--- config.mk ---
export PLATFORM = sky130hd
export DESIGN_NAME = prescaled_updown_counter
export DESIGN_NICKNAME = d
export VERILOG_FILES = /design/src/rtl/prescaled_updown_counter.sv
export SDC_FILE = /design/constraint.sdc
export NUM_CORES = 1
export LEC_CHECK = 0
export CAP_MARGIN = 25
export CELL_PAD_IN_SITES_DETAIL_PLACEMENT = 1
export CELL_PAD_IN_SITES_GLOBAL_PLACEMENT = 2
export CORE_MARGIN = 2
export CORE_UTILIZATION = 31
export CTS_CLUSTER_DIAMETER = 60
export DETAILED_ROUTE_END_ITERATION = 16
export GPL_ROUTABILITY_DRIVEN = 1
export PLACE_DENSITY = 0.81
export SYNTH_ARGS = -nofsm -noshare
export SYNTH_HDL_FRONTEND = slang
export SYNTH_SLANG_ARGS = --single-unit
--- constraint.sdc ---
create_clock -name mainClock -period 2.56 [get_ports mainClock]
set_input_delay 0.512 -clock mainClock [delete_from_list [all_inputs] [get_ports mainClock]]
set_output_delay 0.512 -clock mainClock [all_outputs]
set_load 0.05 [all_outputs]
--- src/rtl/prescaled_updown_counter.sv ---
// General-purpose timed up/down counter driven by a programmable step prescaler.
// A single clock domain is used; the prescaler produces a one-cycle step enable.
module prescaled_updown_counter #(
  parameter int unsigned             WIDTH         = 4,
  parameter int unsigned             PRESCALE_BITS = 24,
  parameter logic [WIDTH-1:0]        RESET_VALUE   = {WIDTH{1'b1}}
) (
  input  logic                     mainClock,
  input  logic                     reset,
  input  logic                     enable,
  input  logic                     up,
  input  logic                     saturate,
  input  logic                     load,
  input  logic [WIDTH-1:0]         loadValue,
  input  logic [PRESCALE_BITS-1:0] prescale,
  output logic [WIDTH-1:0]         count,
  output logic                     tick,
  output logic                     terminal,
  output logic [1:0]               state
);

  localparam logic [WIDTH-1:0] MAX_VAL = {WIDTH{1'b1}};
  localparam logic [WIDTH-1:0] ONE_VAL = WIDTH'(1);

  typedef enum logic [1:0] {
    ST_IDLE = 2'b00,
    ST_RUN  = 2'b01,
    ST_HELD = 2'b10
  } state_e;

  state_e                   state_q, state_d;
  logic [WIDTH-1:0]         count_q, count_d;
  logic [PRESCALE_BITS-1:0] psc_q, psc_d;
  logic                     tick_q, tick_d;
  logic                     terminal_q, terminal_d;

  logic at_max, at_zero;
  assign at_max  = (count_q == MAX_VAL);
  assign at_zero = (count_q == '0);

  // State and output registers
  always_ff @(posedge mainClock) begin
    if (reset) begin
      state_q    <= ST_IDLE;
      count_q    <= RESET_VALUE;
      psc_q      <= '0;
      tick_q     <= 1'b0;
      terminal_q <= 1'b0;
    end else begin
      state_q    <= state_d;
      count_q    <= count_d;
      psc_q      <= psc_d;
      tick_q     <= tick_d;
      terminal_q <= terminal_d;
    end
  end

  // Next-state: load > enable deassert > state-specific behaviour
  always_comb begin
    state_d    = state_q;
    count_d    = count_q;
    psc_d      = psc_q;
    tick_d     = 1'b0;
    terminal_d = 1'b0;

    if (load) begin
      count_d = loadValue;
      psc_d   = '0;
      state_d = enable ? ST_RUN : ST_IDLE;
    end else if (!enable) begin
      psc_d   = '0;
      state_d = ST_IDLE;
    end else begin
      unique case (state_q)
        ST_IDLE: begin
          psc_d   = '0;
          state_d = ST_RUN;
        end
        ST_RUN: begin
          if (psc_q >= prescale) begin
            psc_d = '0;
            if (up) begin
              if (!at_max) begin
                count_d    = count_q + ONE_VAL;
                tick_d     = 1'b1;
                terminal_d = saturate && (count_q == MAX_VAL - ONE_VAL);
              end else if (saturate) begin
                state_d = ST_HELD;
              end else begin
                count_d    = '0;
                tick_d     = 1'b1;
                terminal_d = 1'b1;
              end
            end else begin
              if (!at_zero) begin
                count_d    = count_q - ONE_VAL;
                tick_d     = 1'b1;
                terminal_d = saturate && (count_q == ONE_VAL);
              end else if (saturate) begin
                state_d = ST_HELD;
              end else begin
                count_d    = MAX_VAL;
                tick_d     = 1'b1;
                terminal_d = 1'b1;
              end
            end
          end else begin
            psc_d = psc_q + PRESCALE_BITS'(1);
          end
        end
        ST_HELD: begin
          // Leave the limit once direction points away from it or wrapping is allowed
          if ((!up && at_max) || (up && at_zero) || !saturate) begin
            psc_d   = '0;
            state_d = ST_RUN;
          end
        end
        default: begin
          psc_d   = '0;
          state_d = ST_IDLE;
        end
      endcase
    end
  end

  assign count    = count_q;
  assign tick     = tick_q;
  assign terminal = terminal_q;
  assign state    = state_q;

endmodule

# Yosys cells after proc, flatten, opt, wreduce, memory -nomap -nowiden
# Index checks and enable logic that the tools add are counted.
dict set report totals {
  register_bits 32
  inputBits 34
  output_inout_bits 8
  elab_cells 70
}
dict set report classes {
  addsub 3
  order_cmp 1
  n_eq_ne 12
  mux 29
  bitwise 3
  reduce_logical 17
}
# operator n
set ops {}
lappend ops {{$mux W24} 2}
lappend ops {{$pmux W24 S2} 1}
lappend ops {{$mux W4} 9}
lappend ops {{$add A24 B1 Y24 const B} 1}
lappend ops {{$ge A24 B24 Y1} 1}
lappend ops {{$mux W2} 8}
lappend ops {{$ne A4 B4 Y1 const B} 4}
lappend ops {{$ne A5 B5 Y1 const B} 2}
lappend ops {{$eq A4 B4 Y1 const B} 2}
lappend ops {{$mux W1} 8}
lappend ops {{$pmux W2 S3} 1}
lappend ops {{$reduce_bool A2 Y1} 3}
lappend ops {{$reduce_and A5 Y1} 1}
lappend ops {{$reduce_or A5 Y1} 1}
lappend ops {{$add A4 B1 Y4 const B} 1}
lappend ops {{$eq A4 B1 Y1 const B} 1}
lappend ops {{$logic_and A1 B1 Y1} 4}
lappend ops {{$logic_not A4 Y1} 1}
lappend ops {{$reduce_and A4 Y1} 1}
lappend ops {{$sub A4 B1 Y4 const B} 1}
lappend ops {{$not A1 Y1} 3}
lappend ops {{$reduce_or A3 Y1} 1}
lappend ops {{$eq A2 B1 Y1 const B} 1}
lappend ops {{$eq A2 B2 Y1 const B} 1}
lappend ops {{4 further kinds} 6}

# Longest topological paths before layout
dict set report depth {
  ltp_word 8
  depth_mapped 9
  depth_no_buf 8
}

# Worst setup path after synthesis
# OpenSTA, ideal clock, no wires.
dict set report synth_timing {
  kind {register to register}
  from {reg count_q[0], in the netlist count[0]}
  to {reg psc_q[18]}
  setup_time_ns 0.078
  arrival_ns 2.364
  t_required_ns 2.482
  path_slack_ns 0.118
  stages_incl_launch_ff 8
  n_path_buf 1
  period_less_slack_ns 2.442
  cell_sequence {dfxtp_1 > inv_1 > ha_1 > and4bb_2 > nor3_1 > a21oi_2 > buf_2 > nor3_1}
}
dict set report synth_between {
  elab_chain_len 5
  word_cells_on_any_way 7
  classes_between {eq/ne (2); reduce/logical (5)}
}
# item line
set synth_rtl {}
lappend synth_rtl {{start, declared} 32} ;# logic [WIDTH-1:0] count_q, count_d;
lappend synth_rtl {{start signal, assigned} 51} ;# count_q <= count_d;
lappend synth_rtl {{$eq A4 B4 Y1 or $logic_not A4 Y1 (tied branches)} {38, 39}}
lappend synth_rtl {{$logic_and A1 B1 Y1} 113} ;# if ((!up && at_max) || (up && at_zero) || !saturate) begin
lappend synth_rtl {{$logic_or A1 B1 Y1 * (2 in series)} 113}
lappend synth_rtl {{$ne A2 B2 Y1 (no line) *} n/a}
lappend synth_rtl {{end signal, assigned} 52} ;# psc_q <= psc_d;
lappend synth_rtl {{end, declared} 33} ;# logic [PRESCALE_BITS-1:0] psc_q, psc_d;
# Every way passes the cells marked *; elsewhere a longest branch is shown, timed or not.
# A chain may end at the register's enable or synchronous reset.

# Worst setup path after layout
dict set report layout_timing {
  from {in prescale[21]}
  to {reg count_q[1], in the netlist count[1]}
}
dict set report layout_between {
  elab_chain_len 3
}
# item line
set layout_rtl {}
lappend layout_rtl {{start, declared} 15} ;# input logic [PRESCALE_BITS-1:0] prescale,
lappend layout_rtl {{$ge A24 B24 Y1} 80} ;# if (psc_q >= prescale) begin
lappend layout_rtl {{$reduce_bool A2 Y1 (no line)} n/a}
lappend layout_rtl {{$reduce_and A5 Y1 (no line)} n/a}
# No other way between the ends.

==> results.json <==
{
  "status": "finished, final reports clean",
  "drt-initial-drc-count": 68,
  "p_leak_uw": 0.00144,
  "synth_warnings": 0,
  "crit_fanout": 6,
  "dr.pass1.iters": 4,
  "syn-cell-area_mm2": 0.00235,
  "wl_met1_um": 3140,
  "cp-start-kind": "input port",
  "period_share_pct": 97.6,
  "finalPower_uw": 1290,
  "hpwl_um": 5310,
  "grt_pass1_wl_um": 12100,
  "yosysSeqAreaShare_pct": 27.3,
  "cts_made_buffers": 5,
  "grt-ovfl-total": 0,
  "pre_cts_ws_ps": -474,
  "synth_largest_area_cell": "dfxtp_1",
  "area_growth_pct": 52.9,
  "initial_core_util_pct": 32.2,
  "internal-power_uw": 962,
  "antenna_found_initial": 0,
  "setup_viol": 0,
  "cp_data_arrival_time_ps": 2720,
  "synth-edff-count": 0,
  "fin_skew_ps": 8.45,
  "power_density_mw_per_mm2": 359,
  "chipWidth_um": 91.1,
  "cts_tree": "yes",
  "post_drt_wl_per_cell_um": 15.5,
  "grt_pass1_vias": 2520,
  "ys_seq_elements": 32,
  "synth.avg_cell_area_um2": 7.97,
  "synth_cell_types": 50,
  "top_layer": "met4",
  "die_area_mm2": 0.00829,
  "grt_use_total_pct": 17.9,
  "path_class": "input port to register",
  "yosysMostFrequentCell": "dfxtp_1",
  "port_buffers": 41,
  "synthTopCellsByCount": "dfxtp_1 (32), nor3_1 (31), ha_1 (29), inv_1 (29), nand2_1 (28)",
  "finalCriticalPeriod_ps": 2500,
  "cp.required_ps": 2780,
  "tightest_slew_ps": 546,
  "syn_inst": 295,
  "met2_length_um": 3900,
  "detail-route-antenna-nets": 0,
  "switching_share_pct": 25.3,
  "min_path_type": "register to register",
  "grt_max_degree": 26,
  "coreArea_mm2": 0.00729,
  "fin_nets": 433,
  "clock_sinks": 32,
  "hold_depth": 2,
  "peakVddDrop_mv": 0.173,
  "seqPwrFrac_pct": 39.8,
  "max_cap_violations": 0,
  "netlist_top_cells_area": "dfxtp_1 (27%), ha_1 (15%), nor3_1 (6.6%)",
  "htree_num_levels": 2,
  "drive_gt1_share_pct": 26.4,
  "p_switching_uw": 326,
  "met3_length_um": 162,
  "drc": 0,
  "slew_headroom_pct": 63.3,
  "synth_top_area_share_pct": 27.3,
  "layout_setup_ws_ps": 61.2,
  "timing.fmax_ghz": 0.400,
  "cts.clk_slew.worst_paths_ps": 70,
  "die_h_um": 91.1,
  "critPathCaptureType": "register",
  "syn_nets": 358,
  "rows": 31,
  "clockBufferDepth": 2,
  "placed_cell_area_mm2": 0.00309,
  "design_area_mm2": 0.00359,
  "hp-start": "state[0]",
  "clk_latency_ps": 290,
  "slew_viol_final": 0,
  "cts_root_buffer": "clkbuf_8",
  "synth-main-ff-cell": "dfxtp_1",
  "hold_viol_final": 0,
  "wirelength_um": 7300,
  "r2r_end": "count[1]",
  "final.setup.tns_ps": 0,
  "r2r_start": "psc_q[12]",
  "place.gp.congestion": 0.820,
  "reg2reg_depth": 8,
  "hold-path-endpoint": "terminal",
  "vias": 2394,
  "synthArstFlopShare_pct": 0,
  "vias_per_cell": 5.09,
  "io-pin-count": 42,
  "ff2ff_setup_slack_ps": 330,
  "diodes": 0,
  "p_comb_share_pct": 18.1,
  "clockPowerShare_pct": 42.0
}
-- kinds of logic after synthesis --
| family | share of synthesized area, % |
|---|---|
| buffers and inverters | 6.66 |
| and+or+nand+nor | 28.5 |
| adders and majority gates | 15.4 |
| xor gates and xnor gates | 8.20 |
| DFF | 27.3 |
| AOI/OAI and AO/OA | 13.5 |
| muxes | 0.426 |
-- cell usage in the layout, fill, tap and decap left out, types with 2 or more instances in the layout --
cell / instances
nand2_1: 28
inv_1: 15
and2_1: 2
o21ai_0: 7
a211oi_1: 2
ha_1: 14
nor3_2: 4
buf_4: 34
a31oi_1: 4
clkdlybuf4s50_1: 27
clkbuf_8: 7
and3_1: 3
inv_2: 14
a21oi_2: 4
dfxtp_1: 32
nor3b_1: 2
nand4b_1: 2
nor2_1: 18
o311ai_2: 2
nand3_1: 8
xnor2_1: 12
nor4_1: 2
xor2_1: 10
dlygate4sd2_1: 2
dlymetal6s2s_1: 12
a21oi_1: 12
and4_1: 3
nor4_2: 2
ha_4: 15
nand2b_1: 3
nor2b_1: 3
nor3_1: 26
o21a_1: 2
nand3b_1: 2
nand4_1: 8
-- flip-flops by register name, summed over array words and instances (netlist names) --
| name | cells |
|---|---|
| state | 2 |
| terminal | 1 |
| psc_q | 24 |
| tick | 1 |
| count | 4 |
-- power groups by stage --
| stage | sequential, uW | combinational (uW) | clock [uW] |
|---|---|---|---|
| after detailed placement | 525 | 206 | 0 |
| after global routing | 515 | 256 | 576 |
| after floorplan | 536 | 81.9 | 0 |
| final | 513 | 233 | 542 |
| after global placement | 524 | 202 | 0 |
| after CTS | 513 | 219 | 549 |
-- layer usage --
| metal | vias to the layer above | track usage, % |
|---|---|---|
| li1 | 1198 | - |
| met1 | 1152 | 20.7 |
| met2 | 33 | 34.1 |
| met3 | 11 | 2.82 |
| met4 | 0 | 4.42 |
| met5 | - | 0 |
-- metrics by stage --
step	hold WS, ps	instances	utilization (%)
5_1_grt	600	470	49.3
6_report	559	470	49.3
2_1_floorplan	506	295	-
3_5_place_dp	542	458	42.4
3_3_place_gp	541	458	42.4
4_1_cts	554	468	46.4
-- worst max path at each step --
stage / start / end / cells past startpoint
floorplan: count[0] / psc_q[18] / 7
global placement: prescale[23] / count[1] / 10
detailed placement: prescale[23] / count[1] / 10
CTS: prescale[0] / count[2] / 10
global route: prescale[7] / count[0] / 11
finish: prescale[21] / count[1] / 10
-- worst max-delay path, cell delays in order --
cell and delay, ps:
clkdlybuf4s50_1 460, inv_1 60, ha_4 270, nand4_4 100
nor4_4 350, nand3b_1 150, and4_4 230, buf_6 130
or3_1 300, a31oi_1 160
-- timing repair --
action / 4_1_cts / 5_1_grt
pin swaps: 15 / 20
hold buffers: 0 / 0
gates resized for setup: 24 / 43
setup endpoints to repair: 12 / 31
buffers inserted: 2 / 2
-- layout make-up --
type / count / area, um^2
clock buffer: 7 / 96.3
clock inverter: 1 / 30.0
fill: 891 / 3700
inverter: 29 / 109
multi-input combinational: 225 / 1870
sequential: 32 / 641
tap: 99 / 124
timing repair buffer: 77 / 724
Power figures use the tool's default switching activity.
